`src/rtl/mult_share_arb_if.sv`:
```
// Requester/multiplier bundle for mult_share_arb. The slave modport is the arbiter
// side and the master modport is the requester/multiplier side.
interface mult_share_arb_if #(
  parameter int N_REQ = 4,
  parameter int WIDTH = 16
);
  logic [N_REQ-1:0]       req_valid;
  logic [N_REQ*WIDTH-1:0] req_a;
  logic [N_REQ*WIDTH-1:0] req_b;
  logic [N_REQ-1:0]       req_ready;
  logic [N_REQ-1:0]       resp_valid;
  logic [2*WIDTH-1:0]     resp_p;
  logic                   resp_err;
  logic                   busy;
  logic                   mult_start;
  logic [WIDTH-1:0]       mult_a;
  logic [WIDTH-1:0]       mult_b;
  logic [2*WIDTH-1:0]     mult_p;
  logic                   mult_done;

  modport slave (
    input  req_valid, req_a, req_b, mult_p, mult_done,
    output req_ready, resp_valid, resp_p, resp_err, busy, mult_start, mult_a, mult_b
  );

  modport master (
    output req_valid, req_a, req_b, mult_p, mult_done,
    input  req_ready, resp_valid, resp_p, resp_err, busy, mult_start, mult_a, mult_b
  );
endinterface

```
`src/rtl/mult_share_arb.sv`:
```
// Round-robin arbiter/sequencer sharing one sequential multiplier among N_REQ requesters.
// Optional WAIT-state abort is enabled by defining MULT_SHARE_ARB_TIMEOUT_EN.
module mult_share_arb #(
  parameter int N_REQ   = 4,
  parameter int WIDTH   = 16,
  parameter int TIMEOUT = 64
) (
  input  logic            clk,
  input  logic            rst,
  mult_share_arb_if.slave bus
);

  localparam int GW = (N_REQ > 1) ? $clog2(N_REQ) : 1;

  if (N_REQ < 2 || N_REQ > 8) begin : g_bad_nreq
    $error("mult_share_arb: N_REQ must be 2..8");
  end
  if (TIMEOUT < 1) begin : g_bad_tmo
    $error("mult_share_arb: TIMEOUT must be >= 1");
  end

  typedef enum logic [1:0] {S_IDLE, S_ISSUE, S_WAIT, S_RESP} state_e;

  state_e             state_q, state_d;
  logic [GW-1:0]      last_q, last_d;
  logic [GW-1:0]      gnt_q, gnt_d;
  logic [WIDTH-1:0]   opa_q, opa_d;
  logic [WIDTH-1:0]   opb_q, opb_d;
  logic [2*WIDTH-1:0] resp_p_q, resp_p_d;
  logic               resp_err_q, resp_err_d;

  logic [GW-1:0]      pick;
  logic               pick_vld;
  logic               tmo_hit;
  logic [N_REQ-1:0]   req_ready_c;
  logic [N_REQ-1:0]   resp_valid_c;
  logic               mult_start_c;

  // Rotating priority: walk offsets from far to near so the nearest valid
  // requester after last_q is the one left standing.
  always_comb begin
    pick     = last_q;
    pick_vld = 1'b0;
    for (int off = N_REQ; off >= 1; off--) begin
      logic [GW-1:0] ix;
      ix = GW'((int'(last_q) + off) % N_REQ);
      if (bus.req_valid[ix]) begin
        pick     = ix;
        pick_vld = 1'b1;
      end
    end
  end

`ifdef MULT_SHARE_ARB_TIMEOUT_EN
  localparam int TW = $clog2(TIMEOUT + 1);
  logic [TW-1:0] tmo_q, tmo_d;

  // Held at zero outside WAIT, so it restarts on every WAIT entry.
  always_comb begin
    tmo_d = '0;
    if (state_q == S_WAIT) tmo_d = tmo_q + TW'(1);
  end

  always_ff @(posedge clk) begin
    if (rst) tmo_q <= '0;
    else     tmo_q <= tmo_d;
  end

  assign tmo_hit = (tmo_q == TW'(TIMEOUT - 1));
`else
  assign tmo_hit = 1'b0;
`endif

  always_comb begin
    state_d      = state_q;
    last_d       = last_q;
    gnt_d        = gnt_q;
    opa_d        = opa_q;
    opb_d        = opb_q;
    resp_p_d     = resp_p_q;
    resp_err_d   = resp_err_q;
    req_ready_c  = '0;
    resp_valid_c = '0;
    mult_start_c = 1'b0;
    unique case (state_q)
      S_IDLE: begin
        if (pick_vld && !rst) begin
          req_ready_c[pick] = 1'b1;
          gnt_d             = pick;
          opa_d             = bus.req_a[int'(pick)*WIDTH +: WIDTH];
          opb_d             = bus.req_b[int'(pick)*WIDTH +: WIDTH];
          state_d           = S_ISSUE;
        end
      end
      S_ISSUE: begin
        mult_start_c = !rst;
        state_d      = S_WAIT;
      end
      S_WAIT: begin
        if (bus.mult_done) begin
          resp_p_d   = bus.mult_p;
          resp_err_d = 1'b0;
          state_d    = S_RESP;
        end else if (tmo_hit) begin
          resp_p_d   = '0;
          resp_err_d = 1'b1;
          state_d    = S_RESP;
        end
      end
      S_RESP: begin
        resp_valid_c[gnt_q] = !rst;
        last_d              = gnt_q;
        state_d             = S_IDLE;
      end
      default: state_d = S_IDLE;
    endcase
  end

  always_ff @(posedge clk) begin
    if (rst) begin
      state_q    <= S_IDLE;
      last_q     <= GW'(N_REQ - 1);
      gnt_q      <= '0;
      opa_q      <= '0;
      opb_q      <= '0;
      resp_p_q   <= '0;
      resp_err_q <= 1'b0;
    end else begin
      state_q    <= state_d;
      last_q     <= last_d;
      gnt_q      <= gnt_d;
      opa_q      <= opa_d;
      opb_q      <= opb_d;
      resp_p_q   <= resp_p_d;
      resp_err_q <= resp_err_d;
    end
  end

  assign bus.req_ready  = req_ready_c;
  assign bus.resp_valid = resp_valid_c;
  assign bus.resp_p     = resp_p_q;
  assign bus.resp_err   = resp_err_q;
  assign bus.busy       = (state_q != S_IDLE);
  assign bus.mult_start = mult_start_c;
  assign bus.mult_a     = opa_q;
  assign bus.mult_b     = opb_q;

endmodule
```
`src/flat_wrapper.sv`:
```
// flat-port wrapper written by rule: the top's interface ports become plain ports
module mult_share_arb_flat 
#(
  parameter int N_REQ   = 4,
  parameter int WIDTH   = 16,
  parameter int TIMEOUT = 64
)
  (clk, rst, bus_req_valid, bus_req_a, bus_req_b, bus_mult_p, bus_mult_done, bus_req_ready, bus_resp_valid, bus_resp_p, bus_resp_err, bus_busy, bus_mult_start, bus_mult_a, bus_mult_b);
  mult_share_arb_if #(.N_REQ(N_REQ), .WIDTH(WIDTH)) bus_i ();
  input  logic clk;
  input  logic rst;
  input wire logic [$bits(bus_i.req_valid)-1:0] bus_req_valid;
  input wire logic [$bits(bus_i.req_a)-1:0] bus_req_a;
  input wire logic [$bits(bus_i.req_b)-1:0] bus_req_b;
  input wire logic [$bits(bus_i.mult_p)-1:0] bus_mult_p;
  input wire logic [$bits(bus_i.mult_done)-1:0] bus_mult_done;
  output wire logic [$bits(bus_i.req_ready)-1:0] bus_req_ready;
  output wire logic [$bits(bus_i.resp_valid)-1:0] bus_resp_valid;
  output wire logic [$bits(bus_i.resp_p)-1:0] bus_resp_p;
  output wire logic [$bits(bus_i.resp_err)-1:0] bus_resp_err;
  output wire logic [$bits(bus_i.busy)-1:0] bus_busy;
  output wire logic [$bits(bus_i.mult_start)-1:0] bus_mult_start;
  output wire logic [$bits(bus_i.mult_a)-1:0] bus_mult_a;
  output wire logic [$bits(bus_i.mult_b)-1:0] bus_mult_b;
  assign bus_i.req_valid = bus_req_valid;
  assign bus_i.req_a = bus_req_a;
  assign bus_i.req_b = bus_req_b;
  assign bus_i.mult_p = bus_mult_p;
  assign bus_i.mult_done = bus_mult_done;
  assign bus_req_ready = bus_i.req_ready;
  assign bus_resp_valid = bus_i.resp_valid;
  assign bus_resp_p = bus_i.resp_p;
  assign bus_resp_err = bus_i.resp_err;
  assign bus_busy = bus_i.busy;
  assign bus_mult_start = bus_i.mult_start;
  assign bus_mult_a = bus_i.mult_a;
  assign bus_mult_b = bus_i.mult_b;
  mult_share_arb #(.N_REQ(N_REQ), .WIDTH(WIDTH), .TIMEOUT(TIMEOUT)) u_core (.clk(clk), .rst(rst), .bus(bus_i));
endmodule
```
`config.mk`:
```
export PLATFORM = sky130hd
export DESIGN_NAME = mult_share_arb_flat
export DESIGN_NICKNAME = d
export VERILOG_FILES = /design/src/rtl/mult_share_arb_if.sv /design/src/rtl/mult_share_arb.sv /design/src/flat_wrapper.sv
export SDC_FILE = /design/constraint.sdc
export NUM_CORES = 1
export LEC_CHECK = 0
export CORE_MARGIN = 2
export CORE_UTILIZATION = 35
export DETAILED_ROUTE_END_ITERATION = 16
export PLACE_DENSITY = 0.85
export SYNTH_ARGS = -nofsm -noshare
export SYNTH_HDL_FRONTEND = slang
export SYNTH_SLANG_ARGS = --single-unit
```
`constraint.sdc`:
```
create_clock -name clk -period 2.25 [get_ports clk]
set_input_delay 0.45 -clock clk [delete_from_list [all_inputs] [get_ports clk]]
set_output_delay 0.45 -clock clk [all_outputs]
set_load 0.02 [all_outputs]
```
Word-level counts from Yosys, hierarchy flattened
Cells that the tools add are included.
{ "totals": {"output_inout_bits": 75, "wordCells": 62, "reg_bits": 70, "in_bits": 167} }
{ "classes": {"magnitude_cmp": 8, "n_shift": 2, "bitwise_logic": 1, "n_eq_ne": 5, "reduce_logical": 9, "mux": 27, "add_sub_neg": 4} }
{ "op_table": {"columns": ["cell", "count"], "rows": [
  ["64-bit by 7-bit indexed part select with 16-bit output", 2],
  ["2-bit by 3-bit less-than comparator with 1-bit output, second input constant", 6],
  ["2-bit 2-to-1 mux", 6],
  ["4-bit 2-to-1 mux", 3],
  ["1-bit 2-to-1 mux", 11],
  ["1-bit binary-select mux with 2-bit select", 4],
  ["2-bit case mux with 4 select lines", 1],
  ["2-bit AND reduction", 3],
  ["2-bit by 1-bit adder with 2-bit output, second input constant", 2],
  ["2-bit adder, second input constant", 2],
  ["4-bit AND", 1],
  ["1-bit demux with 2-bit select", 2],
  ["2-bit == test, second input constant", 2],
  ["2-bit by 1-bit >= comparator with 1-bit output, second input constant", 2],
  ["1-bit logical AND", 3],
  ["2-bit by 1-bit == test with 1-bit output, second input constant", 1],
  ["2-bit logical NOT", 1],
  ["2-bit by 1-bit inequality test with 1-bit output, second input constant", 1],
  ["2-bit inequality test, second input constant", 1],
  ["2-bit nonzero test", 1],
  ["1-bit logical NOT", 1]
]} }

Longest topological paths before layout
Gate-level depths: netlist of run 1.
{ "logic_depth": {"depth_word": 13, "mapped_depth": 8, "depth_no_buf": 7} }

Worst setup path after synthesis of run 1
No wires, ideal clock.
{ "synth_path": {"path_kind": "input to output", "from": "in bus_req_valid[2]", "to": "out bus_req_ready[0]", "setup_slack_ns": 0.100, "required_ns": 1.800, "path_stages": 7, "arrival_ns": 1.700, "path_buffers": 2, "cell_sequence": "or4_1 nand2_1 nor2_1 nand2b_1 buf_2 buf_2 nor2_1"} }
{ "synth_between": {"elab_chain_len": 12, "elab_cells_between_ends": 24, "classes_between": "2 x order compare; 20 x mux; 2 x reduce/logical"} }
{ "synth_lines": {"columns": ["element", "line", "text"], "rows": [
  ["start, declared", "flat_wrapper.sv:12", "input wire logic [$bits(bus_i.req_valid)-1:0] bus_req_valid;"],
  ["1-bit binary-select mux with 2-bit select", "mult_share_arb.sv:47", "if (bus.req_valid[ix]) begin"],
  ["1-bit 2-to-1 mux (implied by the code)", "mult_share_arb.sv:47", null],
  ["2-bit 2-to-1 mux (4 in series)", "mult_share_arb.sv:47", null],
  ["2-bit by 3-bit less-than comparator with 1-bit output (implied by the code) / 2-bit by 1-bit >= comparator with 1-bit output (equally long branches)", "mult_share_arb.sv:88", "req_ready_c[pick] = 1'b1;"],
  ["1-bit logical AND (implied by the code)", "mult_share_arb.sv:88", null],
  ["1-bit 2-to-1 mux (implied by the code)", "mult_share_arb.sv:88", null],
  ["1-bit demux with 2-bit select", null, null],
  ["4-bit 2-to-1 mux *", "mult_share_arb.sv:87", "if (pick_vld && !rst) begin"],
  ["4-bit 2-to-1 mux *", "mult_share_arb.sv:85", "unique case (state_q)"],
  ["end, declared", "flat_wrapper.sv:17", "output wire logic [$bits(bus_i.req_ready)-1:0] bus_req_ready;"]
]} }
Every way passes the cells marked *; elsewhere a longest branch is shown, timed or not. The select of a mux whose other input is x is not followed.

Worst setup path after layout of run 1
{ "layout_path": {"from": "in rst", "to": "out bus_resp_valid[2]"} }
{ "layout_between": {"elab_chain_len": 3} }
{ "layout_lines": {"columns": ["element", "line", "text"], "rows": [
  ["start, declared", "flat_wrapper.sv:11", "input logic rst;"],
  ["1-bit logical NOT", "mult_share_arb.sv:111", "resp_valid_c[gnt_q] = !rst;"],
  ["4-bit AND (no source line)", null, null],
  ["4-bit 2-to-1 mux", "mult_share_arb.sv:85", null],
  ["end, declared", "flat_wrapper.sv:18", "output wire logic [$bits(bus_i.resp_valid)-1:0] bus_resp_valid;"]
]} }
Every way passes these cells.

==> results of run 1 <==
## state kept, by name, summed over array words and instances, names as in the netlist
name               count
u_core.bus.mult_a     16
u_core.last_q          2
u_core.bus.mult_b     16
u_core.state_q         2
u_core.gnt_q           2
u_core.bus.resp_p     32
## report_power, final
group          leakage, nW  switching [mW]  total, mW  internal, mW
clock               0.0913           0.478      0.937         0.459
combinational         1.83            1.29       2.60          1.31
sequential           0.572           0.192       1.77          1.58
## Yosys cell counts
master / number
a2bb2oi_1: 1
o221a_2: 1
a21oi_1: 35
clkbuf_1: 14
conb_1: 1
and2_1: 1
a21oi_2: 1
nor2b_1: 2
nand3_1: 1
o22ai_1: 1
a221oi_4: 1
nand2b_1: 3
ha_1: 4
buf_2: 11
buf_6: 3
nand2_1: 102
dfxtp_1: 70
inv_2: 1
o21ai_0: 1
o221ai_1: 32
nor3_1: 3
or4_1: 1
a31oi_1: 1
inv_1: 8
mux2i_1: 66
nor2_1: 10
o31ai_1: 1
o211ai_1: 1
buf_4: 2
## path summary, 6_finish.rpt
kind / startpoint / end / cells after the start
setup / recovery: rst / bus_resp_valid[2] / 6
hold / removal: u_core.bus.resp_p[21] / u_core.bus.resp_p[21] / 2
hold reg to reg: u_core.bus.resp_p[21] / u_core.bus.resp_p[21] / 2
setup reg to reg: u_core.last_q[1] / u_core.bus.mult_a[8] / 7
## routing by layer
| layer | routed length [um] | vias up | global-route usage [%] |
|---|---|---|---|
| li1 | - | 1831 | - |
| met1 | 4390 | 1733 | 23.2 |
| met2 | 6090 | 155 | 39.3 |
| met3 | 1020 | 25 | 6.69 |
| met4 | 255 | 0 | 7.80 |
| met5 | 0 | - | 0 |
## worst register-to-register path, stage by stage, from the launching register on
cell and delay (ns):
dfxtp_2 0.37, mux2i_1 0.22, nor2_2 0.07, a221oi_4 0.24
buf_4 0.16, buf_4 0.43, mux2i_1 0.35, o221ai_1 0.15
## logic make-up after synthesis
family                     synth area share [%]
and+or+nand+nor                            14.6
muxes                                      19.8
AOI/OAI and AO/OA                          16.3
DFF                                        42.0
other                                     0.112
adders and majority gates                  1.50
buffers and inverters                      5.70
## per-stage QoR
step / TNS, ns / instance area (um^2) / std cells
2_1_floorplan: 0 / 3330 / 379
3_3_place_gp: -10.71 / 5960 / 745
3_5_place_dp: -12.32 / 5960 / 745
4_1_cts: 0 / 6140 / 763
5_1_grt: 0 / 6160 / 764
6_report: 0 / 6160 / 764
## area by class of cell
cell class              instances  area, um^2
repair buffers                270        2610
clock buffers                  11         151
multi-input cells             270        1770
clock inverters                 5        33.8
fillers                       744        3080
flip-flops and latches         70        1400
well taps                     129         161
inverters                       9        33.8
## repair_timing
item | in CTS | in global routing
setup endpoints to repair | 11 | 6
buffers inserted | 2 | 1
resized for setup | 30 | 17
pin swaps | 3 | 4
==> flow_metrics.py, run 1 <==
metrics = {
    "grt": {
        "grt_pass1_wl_um": 17800,
        "grt_max_degree": 33,
        "antenna_found_initial": 0,
        "grt_pass1_vias": 3909,
        "grt_overflow": 0,
        "grt_util_all_layers_pct": 21.5,
    },
    "setup_path": {
        "criticalPathCategory": "in2out",
        "cpMaxStageDelayCell": "clkdlybuf4s50_1",
        "cp_top_family": "buffers and inverters",
        "path_buf_inv": 4,
        "critPathLaunchType": "input port",
        "reg2reg_slack_ns": 0.13,
        "cp_max_fo": 7,
        "arrival_ns": 1.73,
        "crit_required_ns": 1.80,
        "endpoint_kind": "primary output",
        "max_stage_delay_ns": 0.48,
        "path_cells": "clkdlybuf4s50_1, buf_4, inv_1, nand2_1, nor2_1, clkdlybuf4s15_1",
    },
    "route": {
        "antenna_left": 0,
        "first_pass_iters": 4,
        "first_iter_violations": 56,
        "via_count": 3744,
        "wl_per_cell_um": 15.4,
        "routed_via_density": 4.90,
        "wl_um": 11800,
        "drc": 0,
    },
    "place": {
        "dp_hpwl_um": 9420,
        "numPortBuffers": 240,
        "place.gp.congestion": 0.874,
        "pre_cts_ws_ns": -0.607,
    },
    "layout": {
        "layout-drive-gt1-share_pct": 10.2,
        "post-route-util_pct": 66.6,
        "diodes": 0,
        "final_common_cell": "clkdlybuf4s50_1",
        "synthToLayoutAreaGrowth_pct": 84.7,
        "final_cell_mix": "clkdlybuf4s50_1, nand2_1, dfxtp_1",
        "nNetsFinal": 801,
    },
    "status": {
        "status": "completed",
    },
    "sta": {
        "min_period_ns": 2.18,
        "fin_crit_sh_pct": 96.7,
        "slew_headroom_pct": 65.3,
        "fmaxAchievable_mhz": 459,
        "holdWs_ns": 0.457,
        "finalClockSkew_ns": 0.0137,
        "rsz0062_at_grt": "no",
        "finalHoldViolCount": 0,
        "worst_slack_ns": 0.0737,
        "worst_pin_slew_ns": 0.521,
        "finalSetupViolCount": 0,
        "slew_viol_final": 0,
    },
    "clock_network": {
        "cts_tree": "yes",
        "clkLatencyLatePin_ns": 0.34,
        "cts_num_sinks": 70,
        "clk_pin_slew_ns": 0.08,
        "htree_levels": 3,
        "cts_made_buffers": 9,
        "cts_root_buf": "clkbuf_8",
        "cts.path.max_buffers": 2,
        "hold_buffers": 0,
    },
    "yosys": {
        "yosys.area.top_type": "dfxtp_1",
        "yosys.area.top_type_share_pct": 42.0,
        "ys_seq_area_share_pct": 42.0,
        "synth_area_per_cell_um2": 8.80,
        "synth_cell_types": 29,
        "synth_area_um2": 3330,
        "synth_nets": 550,
        "postSynthCellCount": 379,
        "ys_seq_elements": 70,
        "yosysWarnings": 0,
        "yosys-top-cells-area": "dfxtp_1, mux2i_1, nand2_1, o221ai_1, a21oi_1",
    },
    "power_and_ir_drop": {
        "leakage_nw": 2.49,
        "ir_worst_vdd_mv": 0.447,
        "powerDensity_nw_per_um2": 861,
        "power_mw": 5.30,
    },
    "flow_run": {
        "maxCapViolCount": 0,
    },
    "floorplanning": {
        "chipWidth_um": 102,
        "start_util_pct": 36.1,
        "dieHeight_um": 102,
        "rows": 35,
        "ios": 242,
        "die_area_um2": 10300,
        "coreArea_um2": 9240,
    },
    "worst_hold_path": {
        "hold_path_class": "reg2reg",
    },
}
Note: power is estimated with default switching activity, not from simulation.
==> run 2: changes to the inputs <==
CORE_UTILIZATION = 37   (was 35)
MAX_ROUTING_LAYER = met4   (was default)
PLACE_DENSITY = 0.89   (was 0.85)
clock period = 2.7 ns   (was 2.25 ns; I/O delays follow)
==> run 2 against run 1 <==
Global-route usage increased by 4.4 points. Cell count decreased by 4.1%. Total power decreased by 10%. First-iteration DRC count increased by 82%. Sequential cell count unchanged. Sequential power decreased by 17%. Highest routed layer unchanged.
==> flow_metrics.py, run 2 (synthesis gave the netlist of run 1 again) <==
metrics = {
    "clock_network": {
        "htree_levels": 3,
        "cts_tree": "yes",
        "clk_pin_slew_ns": 0.08,
        "clkLatencyLatePin_ns": 0.34,
        "hold_buffers": 0,
        "cts_root_buf": "clkbuf_8",
        "cts.path.max_buffers": 2,
        "cts_num_sinks": 70,
        "cts_made_buffers": 9,
    },
    "sta": {
        "finalClockSkew_ns": 0.0105,
        "finalSetupViolCount": 0,
        "fmaxAchievable_mhz": 378,
        "finalHoldViolCount": 0,
        "setup_tns_ns": 0,
        "holdWs_ns": 0.460,
        "min_period_ns": 2.65,
        "worst_slack_ns": 0.0516,
        "slew_viol_final": 0,
        "fin_crit_sh_pct": 98.1,
    },
    "place": {
        "place.gp.congestion": 0.869,
        "placed_cell_area_um2": 5880,
        "numPortBuffers": 240,
        "dp_cells": 716,
        "dp_hpwl_um": 9850,
        "pre_cts_ws_ns": -0.377,
    },
    "setup_path": {
        "cp_max_fo": 3,
        "endpoint_kind": "primary output",
        "path_cells": "clkdlybuf4s50_1, or4_4, nand2_2, nor2_2, nand2_1, nor2_1, clkdlybuf4s15_2",
        "cpMaxStageDelayCell": "or4_4",
        "arrival_ns": 2.11,
        "path_buf_inv": 2,
        "cp_top_family": "simple AND/OR/NAND/NOR gates",
        "crit_required_ns": 2.16,
        "criticalPathCategory": "in2out",
        "critPathLaunchType": "input port",
        "max_stage_delay_ns": 0.56,
    },
    "power_and_ir_drop": {
        "clockPowerShare_pct": 23.8,
        "ir_worst_vdd_mv": 0.374,
        "sequentialPowerShare_pct": 30.9,
        "internal-power_mw": 3.09,
        "netSwitchingFraction_pct": 34.9,
        "p_switching_mw": 1.66,
        "power_mw": 4.75,
        "pwr-share-comb_pct": 45.3,
        "leakage_nw": 2.50,
        "powerDensity_nw_per_um2": 772,
    },
    "route": {
        "via_count": 3790,
        "first_pass_iters": 4,
        "drc": 0,
        "antenna_left": 0,
        "wl_met3_um": 1130,
        "first_iter_violations": 102,
        "top_layer_used": "met4",
        "wl_um": 12600,
        "routed_via_density": 5.17,
        "wl_per_cell_um": 17.2,
        "wl_met1_um": 4790,
        "dr_wl_met2_um": 6370,
    },
    "layout": {
        "largest_reg_flops": 32,
        "post-route-util_pct": 70.6,
        "final_cells": 733,
        "synthToLayoutAreaGrowth_pct": 84.7,
        "layout-drive-gt1-share_pct": 7.53,
        "fin_area_um2": 6160,
        "final.fill_count": 655,
        "final_common_cell": "clkdlybuf4s50_1",
        "final_cell_mix": "clkdlybuf4s50_1, nand2_1, dfxtp_1",
        "nNetsFinal": 790,
    },
    "floorplanning": {
        "chipWidth_um": 98.9,
        "dieHeight_um": 98.9,
        "coreArea_um2": 8720,
        "rows": 34,
        "ios": 242,
        "start_util_pct": 38.2,
        "die_area_um2": 9790,
    },
    "status": {
        "status": "completed",
    },
    "worst_hold_path": {
        "hold_path_class": "reg2reg",
    },
    "grt": {
        "grt_pass1_wl_um": 19500,
        "antenna_found_initial": 1,
        "grt_max_degree": 36,
        "grt_util_all_layers_pct": 25.9,
        "grt_pass1_vias": 3949,
        "grt_overflow": 0,
    },
    "flow_run": {
        "maxCapViolCount": 0,
    },
}
[run 2: changes by cell type in the layout (fill, tap and decap cells not counted), moves of 3 or more]
cell             change
buf_4               -15
bufinv_16            +4
clkbuf_2             -3
clkdlybuf4s15_1      -3
clkdlybuf4s50_1      +7
dlygate4sd2_1        -3
nor2_1               +3
nor2_2               -3
[run 2: worst min-delay path, cell delays in order, from the launching register on]
cell and delay [ns]:
dfxtp_1 0.32, nand2_1 0.05, a21oi_1 0.05
[run 2: path summary, 6_finish.rpt]
| path | to | start | slack [ns] | depth (start not counted) |
|---|---|---|---|---|
| hold / removal | u_core.bus.resp_p[27] | u_core.bus.resp_p[27] | 0.46 | 2 |
| hold reg to reg | u_core.bus.resp_p[27] | u_core.bus.resp_p[27] | 0.46 | 2 |
| setup reg to reg | u_core.bus.mult_a[11] | u_core.last_q[1] | 0.35 | 8 |
| setup / recovery | bus_req_ready[3] | bus_req_valid[2] | 0.05 | 7 |
[run 2: layer usage]
| layer | vias to the layer above | GRT usage [%] |
|---|---|---|
| met5 | - | - |
| met4 | 0 | 9.91 |
| met3 | 25 | 7.87 |
| met2 | 197 | 44.1 |
| met1 | 1755 | 28.4 |
| li1 | 1813 | - |
[run 2: repair_timing]
action / CTS / global route
endpoints found under the setup margin: 4 / 3
pin swaps: 1 / 1
buffers inserted: 0 / 0
gates resized for setup: 17 / 5
gates cloned: 0 / 0
[run 2: area by class of cell]
cell class                      instances  area, um^2  area share (%)
Sequential cell                        70        1400            22.8
Multi-Input combinational cell        270        1760            28.5
Tap cell                              108         135            2.19
Clock inverter                          7         146            2.38
Antenna cell                            1        2.50          0.0406
Inverter                                9        33.8           0.549
Clock buffer                            9         124            2.01
Timing Repair Buffer                  259        2560            41.6
[run 2: power groups by stage]
| stage | clock network (mW) | registers [mW] | logic [mW] |
|---|---|---|---|
| after global routing | 1.21 | 1.51 | 2.28 |
| final | 1.13 | 1.47 | 2.15 |
| after floorplan | 0 | 1.77 | 0.818 |
| after CTS | 1.15 | 1.47 | 2.16 |
| after detailed placement | 0 | 1.49 | 2.15 |
| after global placement | 0 | 1.47 | 2.10 |
